==> config.mk <==
export PLATFORM = sky130hd
export DESIGN_NAME = pwm_event_scheduler_flat
export DESIGN_NICKNAME = d
export VERILOG_FILES = /design/src/rtl/pwm_event_scheduler_pkg.sv /design/src/rtl/pwm_event_scheduler_if.sv /design/src/rtl/pwm_event_scheduler_evt_div_ch.sv /design/src/rtl/pwm_event_scheduler.sv /design/src/flat_wrapper.sv
export SDC_FILE = /design/constraint.sdc
export NUM_CORES = 1
export LEC_CHECK = 0
export CAP_MARGIN = 20
export CORE_ASPECT_RATIO = 0.6
export CORE_MARGIN = 2
export CORE_UTILIZATION = 55
export DETAILED_ROUTE_END_ITERATION = 7
export PLACE_DENSITY = 0.86
export SLEW_MARGIN = 10
export SYNTH_ARGS = -nofsm -noshare
export SYNTH_HDL_FRONTEND = slang
export SYNTH_SLANG_ARGS = --single-unit
==> constraint.sdc <==
create_clock -name clk -period 3.5 [get_ports clk]
set_input_delay 0.875 -clock clk [delete_from_list [all_inputs] [get_ports clk]]
set_output_delay 0.875 -clock clk [all_outputs]
set_load 0.01 [all_outputs]
==> src/rtl/pwm_event_scheduler_pkg.sv <==
// ============================================================================
// Module : pwm_event_scheduler_pkg
// Brief  : Shared defaults, scheduler state encoding and helpers for the
//          PWM event scheduler.
// Rev    : 1.0  initial release
// ============================================================================
`default_nettype none

package pwm_event_scheduler_pkg;

    localparam int   N_CARR_DEF = 8;
    localparam int   EVT_W_DEF  = 4;
    // mask_en value that disables decimation (every qualified event passes)
    localparam logic NO_MASK    = 1'b0;

    typedef enum logic [1:0] {
        IDLE = 2'd0,
        REQ  = 2'd1,
        GAP  = 2'd2
    } sched_state_t;

    function automatic int unsigned wrap_inc(input int unsigned v, input int unsigned n);
        return ((v + 32'd1) >= n) ? 32'd0 : (v + 32'd1);
    endfunction

endpackage

`default_nettype wire

==> src/rtl/pwm_event_scheduler_if.sv <==
// ============================================================================
// Module : pwm_event_scheduler_if
// Brief  : Interrupt request/acknowledge handshake between scheduler and PS.
// Rev    : 1.0  initial release
// ============================================================================
`default_nettype none

import pwm_event_scheduler_pkg::*;

interface pwm_event_scheduler_if #(
    parameter int N_CARR = N_CARR_DEF
) ();
    localparam int SRC_W = (N_CARR > 1) ? $clog2(N_CARR) : 1;

    logic             irq;
    logic [SRC_W-1:0] irq_src;
    logic             irq_ack;

    modport master (output irq, output irq_src, input  irq_ack);
    modport slave  (input  irq, input  irq_src, output irq_ack);
endinterface

`default_nettype wire

==> src/rtl/pwm_event_scheduler_evt_div_ch.sv <==
// ============================================================================
// Module : pwm_event_scheduler_evt_div_ch
// Brief  : One carrier: event decimator with shadowed count, pending and
//          sticky overrun flags.
// Rev    : 1.0  initial release
// ============================================================================
`default_nettype none

import pwm_event_scheduler_pkg::*;

module pwm_event_scheduler_evt_div_ch #(
    parameter int EVT_W = EVT_W_DEF
) (
    input  wire logic             clk,
    input  wire logic             reset,
    input  wire logic             evt,
    input  wire logic             carr_en,
    input  wire logic             pwm_onoff,
    input  wire logic             int_onoff,
    input  wire logic             mask_en,
    input  wire logic [EVT_W-1:0] cfg_count,
    input  wire logic             cfg_load,
    input  wire logic             ack_clr,
    input  wire logic             ovr_clr,
    output logic                  pend,
    output logic                  ovr
);

    logic [EVT_W-1:0] cnt;
    logic [EVT_W-1:0] act;
    logic [EVT_W-1:0] stage;
    logic             ldp;

    logic qual;
    logic at_wrap;
    logic pass;
    logic apply;
    logic pend_set;

    always_comb begin
        qual     = evt & carr_en & pwm_onoff;
        at_wrap  = qual & (mask_en != NO_MASK) & (cnt == act);
        pass     = qual & ((mask_en == NO_MASK) | (cnt == act));
        // A staged count only takes effect where it cannot cut a running period short
        apply    = ldp & (at_wrap | ~carr_en | (mask_en == NO_MASK));
        pend_set = pass & int_onoff;
    end

    always_ff @(posedge clk or negedge reset) begin
        if (!reset) begin
            cnt   <= '0;
            act   <= '0;
            stage <= '0;
            ldp   <= 1'b0;
            pend  <= 1'b0;
            ovr   <= 1'b0;
        end else begin
            if (mask_en == NO_MASK)
                cnt <= '0;
            else if (qual)
                cnt <= (cnt == act) ? '0 : cnt + 1'b1;

            if (apply)
                act <= stage;

            if (cfg_load) begin
                stage <= cfg_count;
                ldp   <= 1'b1;
            end else if (apply) begin
                ldp   <= 1'b0;
            end

            // A new pass beats an acknowledge landing in the same clock
            pend <= pend_set | (pend & ~ack_clr);
            ovr  <= (pend_set & pend & ~ack_clr) | (ovr & ~ovr_clr);
        end
    end

endmodule

`default_nettype wire

==> src/rtl/pwm_event_scheduler.sv <==
// ============================================================================
// Module : pwm_event_scheduler
// Brief  : Per-carrier event decimation with round-robin sharing of one
//          interrupt line (irq/ack handshake).
// Rev    : 1.0  initial release
// ============================================================================
`default_nettype none

import pwm_event_scheduler_pkg::*;

module pwm_event_scheduler #(
    parameter int N_CARR = N_CARR_DEF,
    parameter int EVT_W  = EVT_W_DEF
) (
    input  wire logic                    clk,
    input  wire logic                    reset,
    input  wire logic [N_CARR-1:0]       carr_evt,
    input  wire logic [N_CARR-1:0]       carr_en,
    input  wire logic                    pwm_onoff,
    input  wire logic                    int_onoff,
    input  wire logic [N_CARR-1:0]       mask_en,
    input  wire logic [N_CARR*EVT_W-1:0] cfg_count,
    input  wire logic                    cfg_load,
    output logic      [N_CARR-1:0]       pend,
    output logic      [N_CARR-1:0]       ovr,
    input  wire logic [N_CARR-1:0]       ovr_clr,
    pwm_event_scheduler_if.master        irq_bus
);

    localparam int SRC_W = (N_CARR > 1) ? $clog2(N_CARR) : 1;

    sched_state_t     state, state_nxt;
    logic             req, req_nxt;
    logic [SRC_W-1:0] src, src_nxt;
    logic [SRC_W-1:0] ptr, ptr_nxt;
    logic             ack_hit;
    logic [N_CARR-1:0] ack_clr;
    logic             grant_valid;
    logic [SRC_W-1:0] grant;

    for (genvar i = 0; i < N_CARR; i++) begin : g_ch
        pwm_event_scheduler_evt_div_ch #(
            .EVT_W (EVT_W)
        ) u_ch (
            .clk       (clk),
            .reset     (reset),
            .evt       (carr_evt[i]),
            .carr_en   (carr_en[i]),
            .pwm_onoff (pwm_onoff),
            .int_onoff (int_onoff),
            .mask_en   (mask_en[i]),
            .cfg_count (cfg_count[i*EVT_W +: EVT_W]),
            .cfg_load  (cfg_load),
            .ack_clr   (ack_clr[i]),
            .ovr_clr   (ovr_clr[i]),
            .pend      (pend[i]),
            .ovr       (ovr[i])
        );
    end

    // Scan from the highest offset down so the nearest set bit at/after ptr wins
    always_comb begin
        grant_valid = 1'b0;
        grant       = '0;
        for (int k = N_CARR - 1; k >= 0; k--) begin
            if (pend[(int'(ptr) + k) % N_CARR]) begin
                grant_valid = 1'b1;
                grant       = SRC_W'((int'(ptr) + k) % N_CARR);
            end
        end
    end

    always_ff @(posedge clk or negedge reset) begin
        if (!reset) begin
            state <= IDLE;
            req   <= 1'b0;
            src   <= '0;
            ptr   <= '0;
        end else begin
            state <= state_nxt;
            req   <= req_nxt;
            src   <= src_nxt;
            ptr   <= ptr_nxt;
        end
    end

    always_comb begin
        state_nxt = state;
        req_nxt   = req;
        src_nxt   = src;
        ptr_nxt   = ptr;
        ack_hit   = 1'b0;
        case (state)
            IDLE: begin
                if (grant_valid) begin
                    req_nxt   = 1'b1;
                    src_nxt   = grant;
                    state_nxt = REQ;
                end
            end
            REQ: begin
                if (irq_bus.irq_ack) begin
                    ack_hit   = 1'b1;
                    req_nxt   = 1'b0;
                    ptr_nxt   = SRC_W'(wrap_inc(32'(src), N_CARR));
                    state_nxt = GAP;
                end
            end
            GAP: begin
                state_nxt = IDLE;
            end
            default: begin
                req_nxt   = 1'b0;
                state_nxt = IDLE;
            end
        endcase
    end

    always_comb begin
        ack_clr = '0;
        if (ack_hit)
            ack_clr[src] = 1'b1;
    end

    assign irq_bus.irq     = req;
    assign irq_bus.irq_src = src;

endmodule

`default_nettype wire

==> src/flat_wrapper.sv <==
// flat-port wrapper written by rule: the top's interface ports become plain ports
module pwm_event_scheduler_flat 
#(
    parameter int N_CARR = N_CARR_DEF,
    parameter int EVT_W  = EVT_W_DEF
)
  (clk, reset, carr_evt, carr_en, pwm_onoff, int_onoff, mask_en, cfg_count, cfg_load, pend, ovr, ovr_clr, irq_bus_irq, irq_bus_irq_src, irq_bus_irq_ack);
  pwm_event_scheduler_if #(.N_CARR(N_CARR)) irq_bus_i ();
  input  wire logic clk;
  input  wire logic reset;
  input  wire logic [N_CARR-1:0] carr_evt;
  input  wire logic [N_CARR-1:0] carr_en;
  input  wire logic pwm_onoff;
  input  wire logic int_onoff;
  input  wire logic [N_CARR-1:0] mask_en;
  input  wire logic [N_CARR*EVT_W-1:0] cfg_count;
  input  wire logic cfg_load;
  output logic      [N_CARR-1:0] pend;
  output logic      [N_CARR-1:0] ovr;
  input  wire logic [N_CARR-1:0] ovr_clr;
  output wire logic [$bits(irq_bus_i.irq)-1:0] irq_bus_irq;
  output wire logic [$bits(irq_bus_i.irq_src)-1:0] irq_bus_irq_src;
  input wire logic [$bits(irq_bus_i.irq_ack)-1:0] irq_bus_irq_ack;
  assign irq_bus_irq = irq_bus_i.irq;
  assign irq_bus_irq_src = irq_bus_i.irq_src;
  assign irq_bus_i.irq_ack = irq_bus_irq_ack;
  pwm_event_scheduler #(.N_CARR(N_CARR), .EVT_W(EVT_W)) u_core (.clk(clk), .reset(reset), .carr_evt(carr_evt), .carr_en(carr_en), .pwm_onoff(pwm_onoff), .int_onoff(int_onoff), .mask_en(mask_en), .cfg_count(cfg_count), .cfg_load(cfg_load), .pend(pend), .ovr(ovr), .ovr_clr(ovr_clr), .irq_bus(irq_bus_i));
endmodule
# Yosys cells after proc, flatten, opt, wreduce, memory -nomap -nowiden
# Cells that the tools add are included.
totals:
  latch_bits: 0
  mem_bits_rw: 0
  mem_bits_ro: 0
  ff_bits: 129
  out_inout_bits: 20
  inputBits: 70
  word_cells: 379
  memories: 0
op_classes:
  n_div: 0
  mul: 0
  n_reduce_logical: 21
  n_bitwise: 168
  magnitude_cmp: 11
  n_shift: 0
  mux: 91
  add_sub_neg: 16
  n_eq_ne: 20
ops:
  columns: ["op", "n"]
  rows:
  - ["4-bit 2-to-1 mux", 24]
  - ["1-bit bitwise AND", 88]
  - ["1-bit 2-to-1 mux", 44]
  - ["1-bit bitwise OR", 40]
  - ["4-bit by 5-bit < comparator with 1-bit output, second input constant", 7]
  - ["1-bit NOT", 33]
  - ["4-bit by 1-bit adder with 4-bit output, second input constant", 8]
  - ["4-bit equality test", 8]
  - ["3-bit 2-to-1 mux", 9]
  - ["1-bit binary-select mux with 3-bit select", 8]
  - ["3-bit OR reduction", 7]
  - ["2-bit by 1-bit != test with 1-bit output, second input constant", 9]
  - ["2-bit nonzero test", 8]
  - ["3-bit adder, second input constant", 4]
  - ["3-bit by 4-bit < comparator with 1-bit output, second input constant", 2]
  - ["8-bit 2-to-1 mux", 1]
  - ["1-bit bitwise AND, first input constant", 7]
  - ["3-bit by 2-bit adder with 3-bit output, second input constant", 2]
  - ["2-bit AND reduction", 3]
  - ["3-bit by 1-bit adder with 4-bit output, second input constant", 1]
  - ["4-bit >= comparator, second input constant", 1]
  - ["2-bit 2-to-1 mux", 2]
  - ["2-bit one-hot mux with 2 select lines", 1]
  - ["3-bit by 1-bit adder with 3-bit output, second input constant", 1]
  - ["9 further kinds", 9]

# Longest topological paths before layout
# Gate-level depths: netlist of the first run.
logic_depth:
  ltp_word: 16
  mapped_depth: 12
  depth_no_buf: 8

# Cells and area by module
# A second synthesis of the first run with hierarchy kept.
hier_totals:
  hier_cells: 804
  hier_area_um2: 7851.3
by_module_without_submodules:
  columns: ["module", "cells_each", "seq_area_each_um2", "n_inst", "area_per_inst_um2"]
  rows:
  - ["pwm_event_scheduler_evt_div_ch", 84, 375.4, 8, 824.5]
  - ["pwm_event_scheduler", 132, 225.2, 1, 1255.0]

# Worst setup path before layout of the first run
# OpenSTA, ideal clock, no wires.
synth_path:
  path_type: "flip-flop to flip-flop"
  from: "register u_core.ptr[0]"
  to: "register u_core.src[0], in the netlist u_core.irq_bus.irq_src[0]"
  setup_time_ps: 82
  arrival_ps: 2641
  synth_period_minus_slack_ps: 2723
  stages_incl_launch_ff: 13
  required_time_ps: 3418
  setup_slack_ps: 777
  n_path_buf: 4
  cell_sequence: "dfrtp_1 -> buf_6 -> buf_4 -> buf_4 -> inv_1 -> ha_1 -> clkbuf_2 -> inv_1 -> mux2i_1 -> o21ai_0 -> a22o_1 -> or3_1 -> a31oi_1"
synth_via:
  elab_chain_cells: 13
  word_cells_on_any_way: 47
  cone_classes: "add/sub: 7; mux: 39; reduce/logical: 1"
synth_rtl:
  columns: ["element", "line_no", "rtl"]
  rows:
  - ["start: declaration", "pwm_event_scheduler.sv:35", "logic [SRC_W-1:0] ptr, ptr_nxt;"]
  - ["start signal: assignment", "pwm_event_scheduler.sv:83", "ptr <= ptr_nxt;"]
  - ["3-bit adder", "pwm_event_scheduler.sv:66, pwm_event_scheduler.sv:68", null]
  - ["1-bit binary-select mux with 3-bit select", "pwm_event_scheduler.sv:66", "if (pend[(int'(ptr) + k) % N_CARR]) begin"]
  - ["1-bit 2-to-1 mux (not written as such) (2 in a row)", "pwm_event_scheduler.sv:66", null]
  - ["1-bit 2-to-1 mux (8 in a row)", "pwm_event_scheduler.sv:66", null]
  - ["2-bit AND reduction (no source line)", null, null]
  - ["end signal: assignment", "pwm_event_scheduler.sv:82", "src <= src_nxt;"]
  - ["end: declaration", "pwm_event_scheduler.sv:34", "logic [SRC_W-1:0] src, src_nxt;"]
# Parallel ways exist; a longest one is shown, timed or not. The select of a mux whose other input is x is not followed.
# A chain may end at the register's enable or synchronous reset.

# Worst setup path in the final report of the first run
# Same ends and word-level chain as after synthesis.

==> results, run 1 <==
- The flow ran to the end, and the final reports show no timing, DRC or antenna violations.
- In the final routed layout, each cell accounts on average for 18.8 um.
- Post-CTS timing repair inserted 0 buffers for setup.
- The via count of the first global-routing pass is 5452.
- Compared with the post-synthesis result, the final layout area differs by 22.4%.
- The non-filler instance count after layout is 873.
- The first-pass GRT wire length is 27500 um.
- The worst register-to-register path has a depth of 8.
- The total number of placement rows is 31.
- The fraction of the core area covered by cells at the end of the flow is 69.0%.
- The required time of the critical path is 3.83 ns.
- The number of hold-slack violations in the final timing report is 0.
- The register clock-pin slew on the reported worst setup and hold paths is 0.06 ns.
- The number of instances in the synthesized netlist is 620.
- The post-placement cell area is 7710 um^2.
- The post-cts resize count is 0.
- The critical path startpoint category is a flop.
- The final critical path takes up 77.8% of the cycle.
- The number of sinks on the clock net is 129.
- The worst-case clock buffer depth is 2.
- The number of nets produced by synthesis is 701.
- The worst endpoint data arrival time is 3.05 ns.
- The pin count of the biggest net entering global routing is 81.
- For this block, the routed nets add up to 16400 um of wire.
- The worst setup path category is reg -> reg.
- The tool flagged a number of max-cap violations equal to 0.
- Summed over all cells, the static leakage comes to 0.00366 uW.
- The total negative slack for setup checks is 0 ns.
- The detail route stage leaves a number of antenna-violating nets equal to 0.
- The worst min-delay path category is in -> async.
- The warning count from the yosys run is 0.
- The count of pins on the block boundary is 90.
- The total via count after detailed routing is 5273.
- The most used flip-flop cell after synthesis is sky130_fd_sc_hd__dfrtp_1.
- The actual slew at the worst max-slew pin is 1.00 ns.
- The most common library cell in the layout ignoring fill and taps is sky130_fd_sc_hd__dfrtp_1.
- 0 antenna diodes ended up in the layout.
- Setup repair after global routing left no endpoint under its margin.
- The count of pins over their slew limit is 0.
- Counting flops and latches in the post-synthesis netlist gives 129.
- Buffers placed on the I/O ports in this run total 89.
- Using the TritonRoute via totals, the vias-per-cell ratio works out to 6.04.
- The headroom to the max-slew limit is 32.2%.
- The critical path capture point type is a flop.
- The clock tree from TritonCTS is done.
- In this run, synthesis inferred 0 flip-flops with an integrated enable.
- In this run the worst path has a maximum fanout of 7.
- After synthesis, the share of flip-flops with an asynchronous set or reset is 100%.
- The total instance count after detailed placement is 841.
- In this run, distinct cell masters in the synthesized netlist total 50.
- Subtracting the final worst setup slack from the clock period gives 2.72 ns.
- Setup violations remaining at the end of the flow were counted as 0.
- The post-synthesis instance area is 6800 um^2.
- Summing internal, switching and leakage power gives 6330 uW.
- The sequential-to-total area share from yosys stat is 47.5%.
- Yosys attributes the largest share of cell area to sky130_fd_sc_hd__dfrtp_1 47%, sky130_fd_sc_hd__mux2_2 13%, sky130_fd_sc_hd__xor2_1 4.4%.
- The horizontal die dimension is 148 um.
- The quantity of hold-fixing buffers added after cts is 0.
- The cell at the root of the clock tree is sky130_fd_sc_hd__clkbuf_16.
- After global routing the overflow that remains totals 0.
- In this run the vertical extent of the chip is 90.1 um.
- After routing the design area is 8330 um^2.
- Of the post-synthesis cell area, the dominant cell type holds 47.5%.
- The number of antenna violations at the first check in global routing was 0.
- The number of levels in the clock H-tree is 4.
- In this run the power density over the cells is 760 nW/um^2.
- The length of the first detailed-routing pass in iterations is 5.
- IR analysis of the VDD net gives a maximum drop of 0.000343 V.
- The total core area is 12100 um^2.
- The total DRC errors in the routed layout is 0.
- The starting utilization of the core area is 56.4%.
- The biggest area contributor in the post-synthesis netlist is sky130_fd_sc_hd__dfrtp_1.
- The fraction of layout instances using a drive strength above 1 is 19.6%.
- The violation count after the first detailed-route iteration is 460.
- In the layout the commonest cells are 129 x sky130_fd_sc_hd__dfrtp_1, 87 x sky130_fd_sc_hd__clkdlybuf4s50_1, 76 x sky130_fd_sc_hd__mux2_2.
- The number of buffers added by the clock tree synthesis step is 17.
- The die covers 13300 um^2.
- The maximum clock skew at final layout is 0.00925 ns.
- The global-route total usage across every layer is 26.1%.
- For the worst-skew pair, the clock arrives at the later sink with an insertion delay of 0.41 ns.
- Dividing the synthesized area by the synthesized cell count gives 11.0 um^2.
- Timing would allow up to 0.367 GHz.
- The wire-length estimate of the detail-placed layout is 11500 um.
- The last weighted congestion value of the routability-driven placer is 0.959.
- After the last flow step, the layout net total stands at 776.
final cells by class:
class / count / area (um^2)
Clock buffer: 18 / 429
Clock inverter: 14 / 189
Fill cell: 840 / 3740
Inverter: 23 / 86.3
Multi-Input combinational cell: 429 / 3250
Sequential cell: 129 / 3230
Tap cell: 165 / 206
Timing Repair Buffer: 95 / 941
registers in the layout, summed over array words and instances, names as in the netlist:
signal and cells:
u_core.state 2, u_core.g_ch.u_ch.act 32, u_core.g_ch.u_ch.ldp 8, u_core.irq_bus.irq_src 3, u_core.irq_bus.irq 1, u_core.g_ch.u_ch.pend 8
u_core.g_ch.u_ch.ovr 8, u_core.g_ch.u_ch.cnt 32, u_core.g_ch.u_ch.stage 32, u_core.ptr 3
cells by family after synthesis:
logic type | synth area share (%)
flops | 47.5
xor+xnor | 4.38
buf+inv | 4.80
simple gates | 11.7
mux | 18.5
compound gates | 11.1
fa+ha+maj | 2.02
through the flow:
| step | hold slack, ns | setup WS, ns |
|---|---|---|
| 2_1_floorplan | 0.459 | 0.777 |
| 3_3_place_gp | 0.476 | 0.776 |
| 3_5_place_dp | 0.491 | 0.625 |
| 4_1_cts | 0.492 | 0.855 |
| 5_1_grt | 0.526 | 0.622 |
| 6_report | 0.494 | 0.778 |
routing by layer:
| metal | share of wire (%) | wire length (um) | track usage [%] |
|---|---|---|---|
| met2 | 47 | 7640 | 40.5 |
| met1 | 43 | 7120 | 36.0 |
| met3 | 8.5 | 1400 | 7.66 |
| met5 | 0 | 0 | 0 |
| met4 | 1.5 | 239 | 7.37 |
path summary, 6_finish.rpt:
path | startpoint | end | slack [ns]
setup / recovery | u_core.ptr[0] | u_core.irq_bus.irq_src[0] | 0.78
hold / removal | reset | u_core.g_ch[0].u_ch.stage[2] | 0.49
setup reg to reg | u_core.ptr[0] | u_core.irq_bus.irq_src[0] | 0.78
hold reg to reg | u_core.state[1] | u_core.state[0] | 0.49
max in group asynchronous | reset | u_core.g_ch[5].u_ch.act[1] | 2.18
min in group clk | u_core.state[1] | u_core.state[0] | 0.49
critical path, stage by stage, from the launching register on:
cell,delay (ns)
sky130_fd_sc_hd__dfrtp_1,0.37
sky130_fd_sc_hd__inv_1,0.13
sky130_fd_sc_hd__ha_1,0.36
sky130_fd_sc_hd__inv_1,0.22
sky130_fd_sc_hd__mux2i_1,0.44
sky130_fd_sc_hd__o21ai_0,0.33
sky130_fd_sc_hd__a22o_1,0.29
sky130_fd_sc_hd__or3_1,0.34
sky130_fd_sc_hd__a31oi_1,0.16
power by group:
| part | internal [uW] | leakage (uW) | switching, uW |
|---|---|---|---|
| Sequential | 1730 | 0.00160 | 389 |
| Clock | 1190 | 0.000296 | 657 |
| Combinational | 1180 | 0.00177 | 1190 |
| Total | 4100 | 0.00366 | 2230 |
cell usage after synthesis (all sizes together) (2+ instances only):
cell type	number
nor4	4
a211oi	5
mux2	80
nand2	72
nand3	29
dfrtp	129
inv	22
a31o	8
mux4	12
nor3	11
nor3b	4
a21oi	15
mux2i	7
nor2	22
and2	11
xor2	34
buf	32
nand3b	8
o41ai	9
a311oi	2
nand2b	4
o21ai	42
o31ai	3
o22ai	9
a22o	9
or3	2
o211ai	2
o2111ai	2
clkbuf	7
ha	11
(Power assumes the default switching activity.)
==> run 2: changes to the inputs <==
Settings changed: CORE_UTILIZATION 55 to 50, PLACE_DENSITY 0.86 to 0.82.
Clock period 3.5 ns to 2.5 ns, I/O delays scaled along.
==> results, run 2 (synthesis gave the netlist of run 1 again) <==
- The run finished with clean final reports.
- Using the TritonRoute via totals, the vias-per-cell ratio works out to 5.85.
- Counting cells, the worst reg-to-reg path comes to 7.
- The worst setup path is captured at a flop.
- The post-placement cell area is 7880 um^2.
- Once the clock tree was built, the setup fixing pass inserted 0 buffers.
- The starting utilization of the core area is 52.1%.
- The worst setup path category is reg -> reg.
- After clock tree synthesis, the flow added hold-fix buffers numbering 0.
- The height of the chip is 94.3 um.
- The number of antenna violations at the first check in global routing is 0.
- After routing, the total negative slack on setup checks comes to 0 ns.
- The total overflow left after global routing is 0.
- Entering global routing, the biggest net connects 130 pins.
- The total number of placement rows is 32.
- In this run the worst hold path is classified as in -> async.
- Counting along the longest clock path gives a buffer depth of 2.
- The tool flagged a number of max-cap violations equal to 0.
- The clock tree from TritonCTS is done.
- The remaining antenna violation count after routing is 0.
- The first-pass GRT wire length is 27900 um.
- The fraction of layout instances using a drive strength above 1 is 22.2%.
- The number of setup violations in the final report is 0.
- The most common library cell in the layout ignoring fill and taps is sky130_fd_sc_hd__dfrtp_1.
- Leaving out filler cells and counting taps, the final layout contains 894.
- For the worst setup path, the data required time is 2.83 ns.
- The via count of the first global-routing pass was 5430.
- Routability-driven placement finished with a final weighted congestion of 0.901.
- The full die area is 14600 um^2.
- The total core area is 13100 um^2.
- The HPWL after detailed placement is 12100 um.
- The count of input and output buffers is 89.
- The worst pin sits at a relative slew slack of 38.2%.
- STA classifies the critical path startpoint as a flop.
- The count of pins over their slew limit is 0.
- The largest fanout on the critical path is 7.
- Global routing used 24.6% of the available tracks.
- The clock reaches the later pin of the worst-skew pair after 0.41 ns.
- The worst path needs 2.32 ns of the cycle, external delays included.
- The least setup slack across all paths after layout is 0.178 ns.
- The relative area change from synthesis to final layout is 24.7%.
- The final critical path takes up 92.9% of the cycle.
- The static leakage is 0.00374 uW.
- The number of buffers added by the clock tree synthesis step is 17.
- The actual slew at the worst max-slew pin is 0.915 ns.
- The final instance area is 8480 um^2.
- For this run, the top clock speed supported by timing is 0.431 GHz.
- VDD sags by at most 0.000470 V.
- After clock tree synthesis, the clock-pin slew on the worst setup and hold paths is 0.06 ns.
- The number of hold-slack violations in the final timing report is 0.
- Clock skew on the completed layout was measured at 0.00553 ns.
- In this run the power density over the cells is 1070 nW/um^2.
- The diode insertion count for antenna repair is 0.
- The count of pins on the block boundary is 90.
- The net count of the finished layout is 794.
- For this block, the routed nets add up to 16700 um of wire.
- The length of the first detailed-routing pass in iterations is 5.
- The total instance count after detailed placement is 864.
- The number of levels in the clock H-tree is 4.
- For this block, the via count after detailed routing is 5226.
- The library cells used most frequently in the layout, excluding fill and tap cells, are 129 x sky130_fd_sc_hd__dfrtp_1, 87 x sky130_fd_sc_hd__clkdlybuf4s50_1, 76 x sky130_fd_sc_hd__mux2_2.
- The setup slack of the worst register-to-register path is 0.18 ns.
- The cell sitting at the root of the clock tree is a sky130_fd_sc_hd__clkbuf_16.
- The worst endpoint data arrival time is 2.65 ns.
- Measured along the x axis, the die boundary spans 155 um.
- Setup repair after global routing left no endpoint under its margin.
- The final hold slack is 0.292 ns.
- The detailed-route wire length per cell is 18.7 um.
- The largest registers in the layout are u_core.g_ch.u_ch.act x32, u_core.g_ch.u_ch.cnt x32, u_core.g_ch.u_ch.stage x32.
- The worst slack at placement is 0.160 ns.
- In this run, the number of DRC markers left after iteration 0 of detailed routing was 454.
- The total DRC errors in the routed layout is 0.
- The number of sinks on the clock net is 129.
- The total of fill cells in the finished design is 963.
==> run 2: path summary, 6_finish.rpt <==
| check | start | endpoint |
|---|---|---|
| min in group clk | u_core.state[1] | u_core.state[0] |
| worst max-delay path | u_core.ptr[0] | u_core.irq_bus.irq_src[0] |
| worst min-delay path | reset | u_core.g_ch[0].u_ch.stage[2] |
| worst min register to register | u_core.state[1] | u_core.state[0] |
| worst max register to register | u_core.ptr[0] | u_core.irq_bus.irq_src[0] |
| max in group asynchronous | reset | u_core.g_ch[3].u_ch.act[3] |
==> run 2: critical path: stages (launching register included) <==
cell and delay, ns:
sky130_fd_sc_hd__dfrtp_1 0.43, sky130_fd_sc_hd__inv_4 0.07, sky130_fd_sc_hd__ha_4 0.33, sky130_fd_sc_hd__mux4_2 0.36, sky130_fd_sc_hd__mux2_4 0.31, sky130_fd_sc_hd__a22o_1 0.22, sky130_fd_sc_hd__or3_1 0.35, sky130_fd_sc_hd__a31oi_1 0.16
==> run 2: through the flow <==
step | power (uW) | utilization [%]
after detailed placement | 6490 | 60.4
after global routing | 9540 | 65.0
after CTS | 8970 | 64.9
after floorplan | 5400 | -
final | 9040 | 65.0
after global placement | 6390 | 60.4
==> run 2: repair_timing <==
action	4_1_cts	5_1_grt
setup endpoints to repair	0	5
hold endpoints to repair	0	0
resized for setup	0	2
==> run 2: final cells by class <==
cell class | count | area, um^2 | area share, %
clock buffer | 21 | 480 | 5.67
tap | 170 | 213 | 2.51
multi-input combinational | 429 | 3280 | 38.6
inverter | 23 | 88.8 | 1.05
clock inverter | 9 | 106 | 1.25
sequential | 129 | 3230 | 38.1
timing repair buffer | 113 | 1090 | 12.8
==> run 2: metal layers <==
layer	up-vias	part of all wire, %	global-route usage [%]
met3	22	8.0	6.06
met5	-	0	0
met4	0	1.1	6.64
met2	218	44	38.2
li1	2417	-	-
met1	2569	47	35.0
==> run 2: where the power goes <==
part           switching, uW  internal, uW  total, uW
Combinational           1800          1870       3670
Clock                    894          1560       2450
Sequential               495          2420       2910
Total                   3190          5850       9040
